--- src/rtl/vision_pkg.sv ---
// vision_pkg: types shared by the frame coordinate pipeline.
// Holds the tracker FSM states and the default coordinate type.
package vision_pkg;

  localparam int VIS_COORD_W = 16;

  typedef logic [VIS_COORD_W-1:0] coord_t;

  typedef enum logic {
    SEARCH = 1'b0,
    RUN    = 1'b1
  } trk_state_e;

endpackage

--- src/rtl/xy_wrap_counter.sv ---
// xy_wrap_counter: raster x/y position with line and frame wrap.
// i_clr restarts the raster so the current beat is treated as (0,0).
module xy_wrap_counter #(
  parameter int LINE_WIDTH = 640,
  parameter int ROW_NUMBER = 480,
  parameter int COORD_W    = 16
) (
  input  logic               clk,
  input  logic               rst,
  input  logic               i_adv,
  input  logic               i_clr,
  output logic [COORD_W-1:0] o_x,
  output logic [COORD_W-1:0] o_y,
  output logic               o_eol,
  output logic               o_eop,
  output logic               o_home
);

  localparam logic [COORD_W-1:0] LAST_X = COORD_W'(LINE_WIDTH - 1);
  localparam logic [COORD_W-1:0] LAST_Y = COORD_W'(ROW_NUMBER - 1);

  logic [COORD_W-1:0] r_x;
  logic [COORD_W-1:0] r_y;
  logic [COORD_W-1:0] w_x;
  logic [COORD_W-1:0] w_y;

  // o_x/o_y are the coordinates the current beat is tagged with
  assign w_x    = i_clr ? '0 : r_x;
  assign w_y    = i_clr ? '0 : r_y;
  assign o_x    = w_x;
  assign o_y    = w_y;
  assign o_eol  = (w_x == LAST_X);
  assign o_eop  = o_eol && (w_y == LAST_Y);
  assign o_home = (r_x == '0) && (r_y == '0);

  always_ff @(posedge clk or posedge rst) begin
    if (rst) begin
      r_x <= '0;
      r_y <= '0;
    end else if (i_adv) begin
      if (o_eol) begin
        r_x <= '0;
        r_y <= o_eop ? '0 : w_y + 1'b1;
      end else begin
        r_x <= w_x + 1'b1;
        r_y <= w_y;
      end
    end
  end

endmodule

--- src/rtl/frame_coord_tracker.sv ---
// frame_coord_tracker: tags a pixel stream with x/y and sop/eol/eop.
// Define FRAME_COORD_TRACKER_FRAME_CNT_EN to build the frame counter.
module frame_coord_tracker
  import vision_pkg::*;
#(
  parameter int LINE_WIDTH = 640,
  parameter int ROW_NUMBER = 480,
  parameter int COORD_W    = 16,
  parameter int FRAME_W    = 8
) (
  input  logic               clk,
  input  logic               rst,
  input  logic               in_valid,
  input  logic               in_sop,
  output logic               in_ready,
  output logic               out_valid,
  input  logic               out_ready,
  output logic [COORD_W-1:0] x,
  output logic [COORD_W-1:0] y,
  output logic               sop,
  output logic               eol,
  output logic               eop,
  output logic [FRAME_W-1:0] frame_cnt,
  output logic               resync_err
);

  trk_state_e         r_state;
  logic               r_out_valid;
  logic [COORD_W-1:0] r_x;
  logic [COORD_W-1:0] r_y;
  logic               r_sop;
  logic               r_eol;
  logic               r_eop;
  logic               r_resync;

  logic               w_acc;
  logic               w_emit;
  logic               w_clr;
  logic               w_resync;
  logic [COORD_W-1:0] w_cx;
  logic [COORD_W-1:0] w_cy;
  logic               w_ceol;
  logic               w_ceop;
  logic               w_home;

  assign in_ready = !r_out_valid || out_ready;
  assign w_acc    = in_valid && in_ready;
  // beats before the first sop are swallowed while searching
  assign w_emit   = w_acc && (in_sop || (r_state == RUN));
  assign w_clr    = w_acc && in_sop;
  assign w_resync = w_clr && (r_state == RUN) && !w_home;

  xy_wrap_counter #(
    .LINE_WIDTH (LINE_WIDTH),
    .ROW_NUMBER (ROW_NUMBER),
    .COORD_W    (COORD_W)
  ) u_xy (
    .clk    (clk),
    .rst    (rst),
    .i_adv  (w_emit),
    .i_clr  (w_clr),
    .o_x    (w_cx),
    .o_y    (w_cy),
    .o_eol  (w_ceol),
    .o_eop  (w_ceop),
    .o_home (w_home)
  );

  always_ff @(posedge clk or posedge rst) begin
    if (rst) begin
      r_state     <= SEARCH;
      r_out_valid <= 1'b0;
      r_x         <= '0;
      r_y         <= '0;
      r_sop       <= 1'b0;
      r_eol       <= 1'b0;
      r_eop       <= 1'b0;
      r_resync    <= 1'b0;
    end else begin
      r_resync <= w_resync;
      unique case (r_state)
        SEARCH: if (w_clr) r_state <= RUN;
        RUN:    r_state <= RUN;
        default: r_state <= SEARCH;
      endcase
      if (in_ready) begin
        r_out_valid <= w_emit;
        if (w_emit) begin
          r_x   <= w_cx;
          r_y   <= w_cy;
          r_sop <= (w_cx == '0) && (w_cy == '0);
          r_eol <= w_ceol;
          r_eop <= w_ceop;
        end
      end
    end
  end

`ifdef FRAME_COORD_TRACKER_FRAME_CNT_EN
  logic [FRAME_W-1:0] r_frame_cnt;

  // a frame completes when its last pixel leaves downstream
  always_ff @(posedge clk or posedge rst) begin
    if (rst) begin
      r_frame_cnt <= '0;
    end else if (r_out_valid && out_ready && r_eop) begin
      r_frame_cnt <= r_frame_cnt + 1'b1;
    end
  end

  assign frame_cnt = r_frame_cnt;
`else
  assign frame_cnt = '0;
`endif

  assign out_valid  = r_out_valid;
  assign x          = r_x;
  assign y          = r_y;
  assign sop        = r_sop;
  assign eol        = r_eol;
  assign eop        = r_eop;
  assign resync_err = r_resync;

endmodule
--- config.mk ---
export PLATFORM = sky130hd
export DESIGN_NAME = frame_coord_tracker
export DESIGN_NICKNAME = d
export VERILOG_FILES = /design/src/rtl/vision_pkg.sv /design/src/rtl/xy_wrap_counter.sv /design/src/rtl/frame_coord_tracker.sv
export SDC_FILE = /design/constraint.sdc
export NUM_CORES = 1
export LEC_CHECK = 0
export ABC_AREA = 1
export CELL_PAD_IN_SITES_DETAIL_PLACEMENT = 0
export CELL_PAD_IN_SITES_GLOBAL_PLACEMENT = 1
export CORE_MARGIN = 3
export CORE_UTILIZATION = 37
export DETAILED_ROUTE_END_ITERATION = 7
export PLACE_DENSITY = 0.76
export SETUP_SLACK_MARGIN = 0.1
export SYNTH_ARGS = -nofsm -noshare
export SYNTH_HDL_FRONTEND = slang
export SYNTH_SLANG_ARGS = --single-unit
--- constraint.sdc ---
create_clock -name clk -period 2 [get_ports clk]
set_input_delay 0.3 -clock clk [delete_from_list [all_inputs] [get_ports clk]]
set_output_delay 0.3 -clock clk [all_outputs]
set_load 0.01 [all_outputs]
Word-level counts from Yosys, hierarchy flattened
Cells that the tools add are included.

operators by class
  $mul = 0
  div/mod/pow operators = 0
  add/subtract/negate cells = 2
  $lt $le $gt $ge = 0
  reduce and logical (&&, ||, !) cells = 17
  bitwise operators = 1
  mux-type cells = 7
  shift-type cells = 0
  eq/ne operators = 2

operators with widths
  operator               number
  $mux 16                5
  $logic_not 16->1       4
  $add 16x1->16 const B  2
  $eq 16x10->1 const B   1
  $eq 16x9->1 const B    1
  $logic_and 1x1->1      8
  $logic_not 1->1        2
  $logic_or 1x1->1       2
  $pmux 1 s2             1
  $reduce_and 2->1       1
  $mux 1                 1
  $not 1->1              1

word-level totals
  bits in read-only memories = 0
  bits in latches = 0
  register bits after elaboration = 70
  memory bits (writable) = 0
  word-level logic and storage cells = 39
  memories = 0
  bits of input ports = 5
  output and inout port bits = 46

Logic depth before layout (Yosys ltp)
  word-level depth = 9
  depth in mapped cells = 18
  gate-level depth less buffers = 16

By module
A second synthesis with hierarchy kept.

unflattened totals
  cells, all modules = 620
  area total of the unflattened synthesis = 4286.6 sq um

by module, submodules not included
  module               cells an instance  area each (sq um)  times used
  xy_wrap_counter      420                2616.3             1
  frame_coord_tracker  200                1670.4             1

Least setup slack after synthesis
OpenSTA, ideal clock, no wires.

  path type = register to register
  from = reg r_out_valid, in the netlist out_valid
  to = reg u_xy.r_y[2]
  required time = 1883 ps
  slack = -356 ps
  clock period less this slack = 2356 ps
  cell stages (with the launch flop) = 16
  data arrival time = 2238 ps
  library setup time = 117 ps
  path through = dfrtp_1 -> nand2_4 -> nand3_4 -> buf_4 -> buf_4 -> buf_2 -> nand2_1 -> inv_1 -> ha_1 -> nand4_1 -> nor2_2 -> nand2_2 -> nand2_2 -> nand2_2 -> nand3_1 -> nand2_1

between the ends
  longest elaborated chain between the ends = 9

ends and longest elaborated chain
  what                    RTL line                   source
  start, declared         frame_coord_tracker.sv:28  logic r_out_valid;
  start signal, assigned  frame_coord_tracker.sv:87  r_out_valid <= w_emit;
  $logic_not 1->1 (*)     frame_coord_tracker.sv:46  assign in_ready = !r_out_valid || out_ready;
  $logic_or 1x1->1 (*)    frame_coord_tracker.sv:46
  named net in_ready      frame_coord_tracker.sv:15  output logic in_ready,
  $logic_and 1x1->1 (*)   frame_coord_tracker.sv:47  assign w_acc = in_valid && in_ready;
  $logic_and 1x1->1 (*)   frame_coord_tracker.sv:50  assign w_clr = w_acc && in_sop;
  $mux 16 (*)             xy_wrap_counter.sv:28      assign w_x = i_clr ? '0 : r_x;
  named net u_xy.o_x[0]   xy_wrap_counter.sv:12      output logic [COORD_W-1:0] o_x,
  $eq 16x10->1 (*)        xy_wrap_counter.sv:32      assign o_eol = (w_x == LAST_X);
  $logic_and 1x1->1       xy_wrap_counter.sv:33      assign o_eop = o_eol && (w_y == LAST_Y);
  $mux 16                 xy_wrap_counter.sv:43      r_y <= o_eop ? '0 : w_y + 1'b1;
  $mux 16 (*)             xy_wrap_counter.sv:41      if (o_eol) begin
  end signal, assigned    xy_wrap_counter.sv:43
  end signal, assigned    xy_wrap_counter.sv:46      r_y <= w_y;
  end, declared           xy_wrap_counter.sv:23      logic [COORD_W-1:0] r_y;

The timed path passes the listed nets; every way through them passes the cells marked *.
A chain may end at the register's enable or synchronous reset.

Final worst setup path
  from = reg r_out_valid, in the netlist out_valid
  to = reg u_xy.r_y[10]

between the ends
  longest elaborated chain between the ends = 9

ends and longest elaborated chain
  what                   RTL line
  $logic_not 1->1 (*)    frame_coord_tracker.sv:46
  $logic_or 1x1->1 (*)   frame_coord_tracker.sv:46
  $logic_and 1x1->1 (*)  frame_coord_tracker.sv:47
  $logic_and 1x1->1 (*)  frame_coord_tracker.sv:50
  $mux 16 (*)            xy_wrap_counter.sv:28
  named net u_xy.o_x[0]  xy_wrap_counter.sv:12
  $eq 16x10->1 (*)       xy_wrap_counter.sv:32
  $logic_and 1x1->1      xy_wrap_counter.sv:33
  $mux 16                xy_wrap_counter.sv:43
  $mux 16 (*)            xy_wrap_counter.sv:41

Marks and branches as above.

==> results.cfg <==
[synth]
async_flop_share_pct = 100
syn_inst = 529
synth_edf_count = 0
synth.avg_cell_area_um2 = 7.42
syn_area_um2 = 3930
yosysSeqAreaShare_pct = 44.6
synth_seq_cells = 70
synth_ff_type = dfrtp_1
yosysWarnings = 0
synth_cell_types = 34

[sta]
fin_crit_ns = 1.97
fin_crit_sh_pct = 98.3
relSlewSlack_pct = 65.5
rsz0062_at_grt = yes
fmax_ghz = 0.509
hold_viol = 0
hold_slack_ns = 0.387
setup_violations = 0
skew_ns = 0.0136
slew_violations = 0
worst_pin_slew_ns = 0.513

[floorplanning]
fp-row-count = 36
ios = 51
dieArea_um2 = 11900
die_x_um = 109
die_h_um = 109
initial_core_util_pct = 39.1
coreArea_um2 = 10000

[placed_design]
place_congestion = 0.841
place_area_um2 = 4970
dp_hpwl_um = 7640
port_buffers = 42

[outcome]
outcome = completed

[pwr]
power_density_nw_per_um2 = 650
cellLeakagePower_nw = 2.70
vdd_drop_max_mv = 0.339

[layout]
diodes = 0
final_area_um2 = 5490
fillers = 948
area_growth_pct = 39.7
nets = 650
layout-drive-gt1-share_pct = 26.6

[setup_path]
r2r-start = out_valid
reg2reg_depth = 13
critPathArrivalTime_ns = 2.22
crit_type = register to register
worstSetupStartpointType = register
r2r-end = u_xy.r_y[10]
critPathLaunch = out_valid
cp.required_ns = 2.25
cp-endpoint = u_xy.r_y[10]
endpoint_kind = register
ff2ff_setup_slack_ns = 0.03
cp_max_fo = 8

[global_routing]
met3_usage_pct = 3.85
grt_overflow_total = 0
grt_usage_pct = 19.6
met1_usage_pct = 28.6
grt_first_pass_wirelength_um = 18200
grt_max_degree = 71
met2_usage_pct = 29.3
grt_pass1_vias = 3605
grt_busiest_layer = met2
antenna_found_initial = 0

[flow_run]
maxCapViolCount = 0

[clocking]
cts_buffers = 9
cts_sinks = 70
worstSkewPairLatency_ns = 0.36
cts_buffer_depth = 2
cts.clk_slew.worst_paths_ns = 0.09
postCtsHoldBufs = 0
htree_levels = 3
cts_root_buffer = clkbuf_8
cts_tree = done

[routing]
final_antenna_net_count = 0
first_pass_iters = 4
num_vias = 3774
post_drt_wl_per_cell_um = 14.1
totalWireLength_um = 11000
drc = 0
vias_per_cell = 4.84
first_iter_violations = 212

[min_path]
min_path_type = primary input to asynchronous set/reset pin
-- cell usage after synthesis, drive strengths merged (3+ instances only) --
cell type,count,area (µm²)
nand2,196,761
dfrtp,70,1750
nor2,53,239
nand3,52,315
o21ai,52,260
inv,50,188
buf,21,161
nand4,5,31.3
clkbuf,4,15.0
ha,4,50.1
nor3,4,31.3
nor4,4,25.0
nand3b,3,22.5
-- layout by cell type (no fill, tap or decap), types with 2 or more instances in the layout --
| master | Yosys | routed |
|---|---|---|
| xor2_1 | 2 | 2 |
| inv_6 | 0 | 2 |
| nor2_2 | 10 | 10 |
| ha_4 | 0 | 2 |
| o21ai_1 | 7 | 10 |
| inv_2 | 5 | 3 |
| nand3_1 | 44 | 31 |
| nor4_1 | 4 | 3 |
| xnor2_1 | 2 | 2 |
| nor3_1 | 3 | 2 |
| inv_4 | 0 | 4 |
| clkinv_2 | 0 | 2 |
| a21oi_1 | 2 | 2 |
| inv_1 | 45 | 41 |
| nand2_1 | 188 | 177 |
| clkbuf_8 | 0 | 9 |
| buf_6 | 1 | 4 |
| nand4_1 | 5 | 5 |
| o21ai_2 | 0 | 4 |
| buf_8 | 1 | 3 |
| conb_1 | 1 | 8 |
| nand2_4 | 1 | 4 |
| clkinvlp_4 | 0 | 3 |
| nor2_1 | 41 | 34 |
| nand3_2 | 6 | 18 |
| nand2_2 | 7 | 14 |
| dfrtp_1 | 70 | 70 |
| o21ai_0 | 45 | 38 |
| nor2_4 | 2 | 9 |
| nand3_4 | 2 | 3 |
| buf_12 | 1 | 2 |
| nand2_8 | 0 | 2 |
| nand3b_1 | 3 | 3 |
| clkdlybuf4s50_1 | 0 | 40 |
| buf_4 | 10 | 66 |
-- critical path, stage by stage, from the launching register on --
cell and delay [ns]:
dfrtp_1 0.39, nand2_4 0.07, nand3_4 0.12, buf_6 0.14, nand2_4 0.06, inv_4 0.07, ha_4 0.15, nand4_1 0.15
nor2_4 0.22, nand2_4 0.14, nand2_8 0.13, nand2_8 0.09, nand2_2 0.09, o21ai_2 0.05
-- logic make-up after synthesis --
logic type	count (synthesis)	share of synthesized area (%)
simple gates	318	36.4
buf+inv	75	9.27
flops	70	44.6
compound gates	57	7.42
xor+xnor	4	0.892
fa+ha+maj	4	1.27
other cells	1	0.0955
-- where the power goes --
part	leakage (nW)	switching [W]	internal, W
registers	0.957	0.0000977	0.00150
logic	1.64	0.000445	0.000351
clock network	0.0956	0.000592	0.000577
total	2.70	0.00113	0.00243
-- routing by layer --
metal,part of all wire [%],wire [µm]
met4,1.2,127
met5,0,0
met2,44,4840
met1,51,5650
met3,3.5,385
-- state kept, by name, indices dropped and copies added (netlist names) --
signal / cells
u_xy.r_y: 16
eol: 1
resync_err: 1
r_state: 1
sop: 1
y: 16
out_valid: 1
eop: 1
u_xy.r_x: 16
x: 16
-- layout make-up --
type	count	area [µm²]	area share [%]
Sequential cell	70	1750	31.9
Clock inverter	7	72.6	1.32
Tap cell	133	166	3.03
Inverter	50	206	3.76
Clock buffer	9	124	2.26
Timing Repair Buffer	118	1070	19.5
Multi-Input combinational cell	392	2090	38.2
-- stage by stage --
step           TNS, ns  util (%)  worst slack (ns)  total power (W)  std cells
2_1_floorplan    -2.62         -            -0.132          0.00202        536
3_3_place_gp    -13.67      49.4            -0.301          0.00232        753
3_5_place_dp    -16.64      49.4            -0.369          0.00233        753
4_1_cts              0      52.6             0.100          0.00353        772
5_1_grt         -0.552      54.6           -0.0609          0.00377        779
6_report             0      54.6            0.0335          0.00356        779
-- worst min path at each step --
stage          slack (ns)       to
2_1_floorplan        0.45  r_state
3_3_place_gp         0.46      sop
3_5_place_dp         0.47    x[10]
4_1_cts              0.42    y[12]
5_1_grt              0.42    y[12]
6_report             0.39    y[12]
-- repair_timing --
item	4_1_cts	5_1_grt
setup buffers	2	6
resized for setup	23	42
setup endpoints to repair	25	45
pin swaps	9	18
cloned	1	1
(Power assumes the default switching activity.)
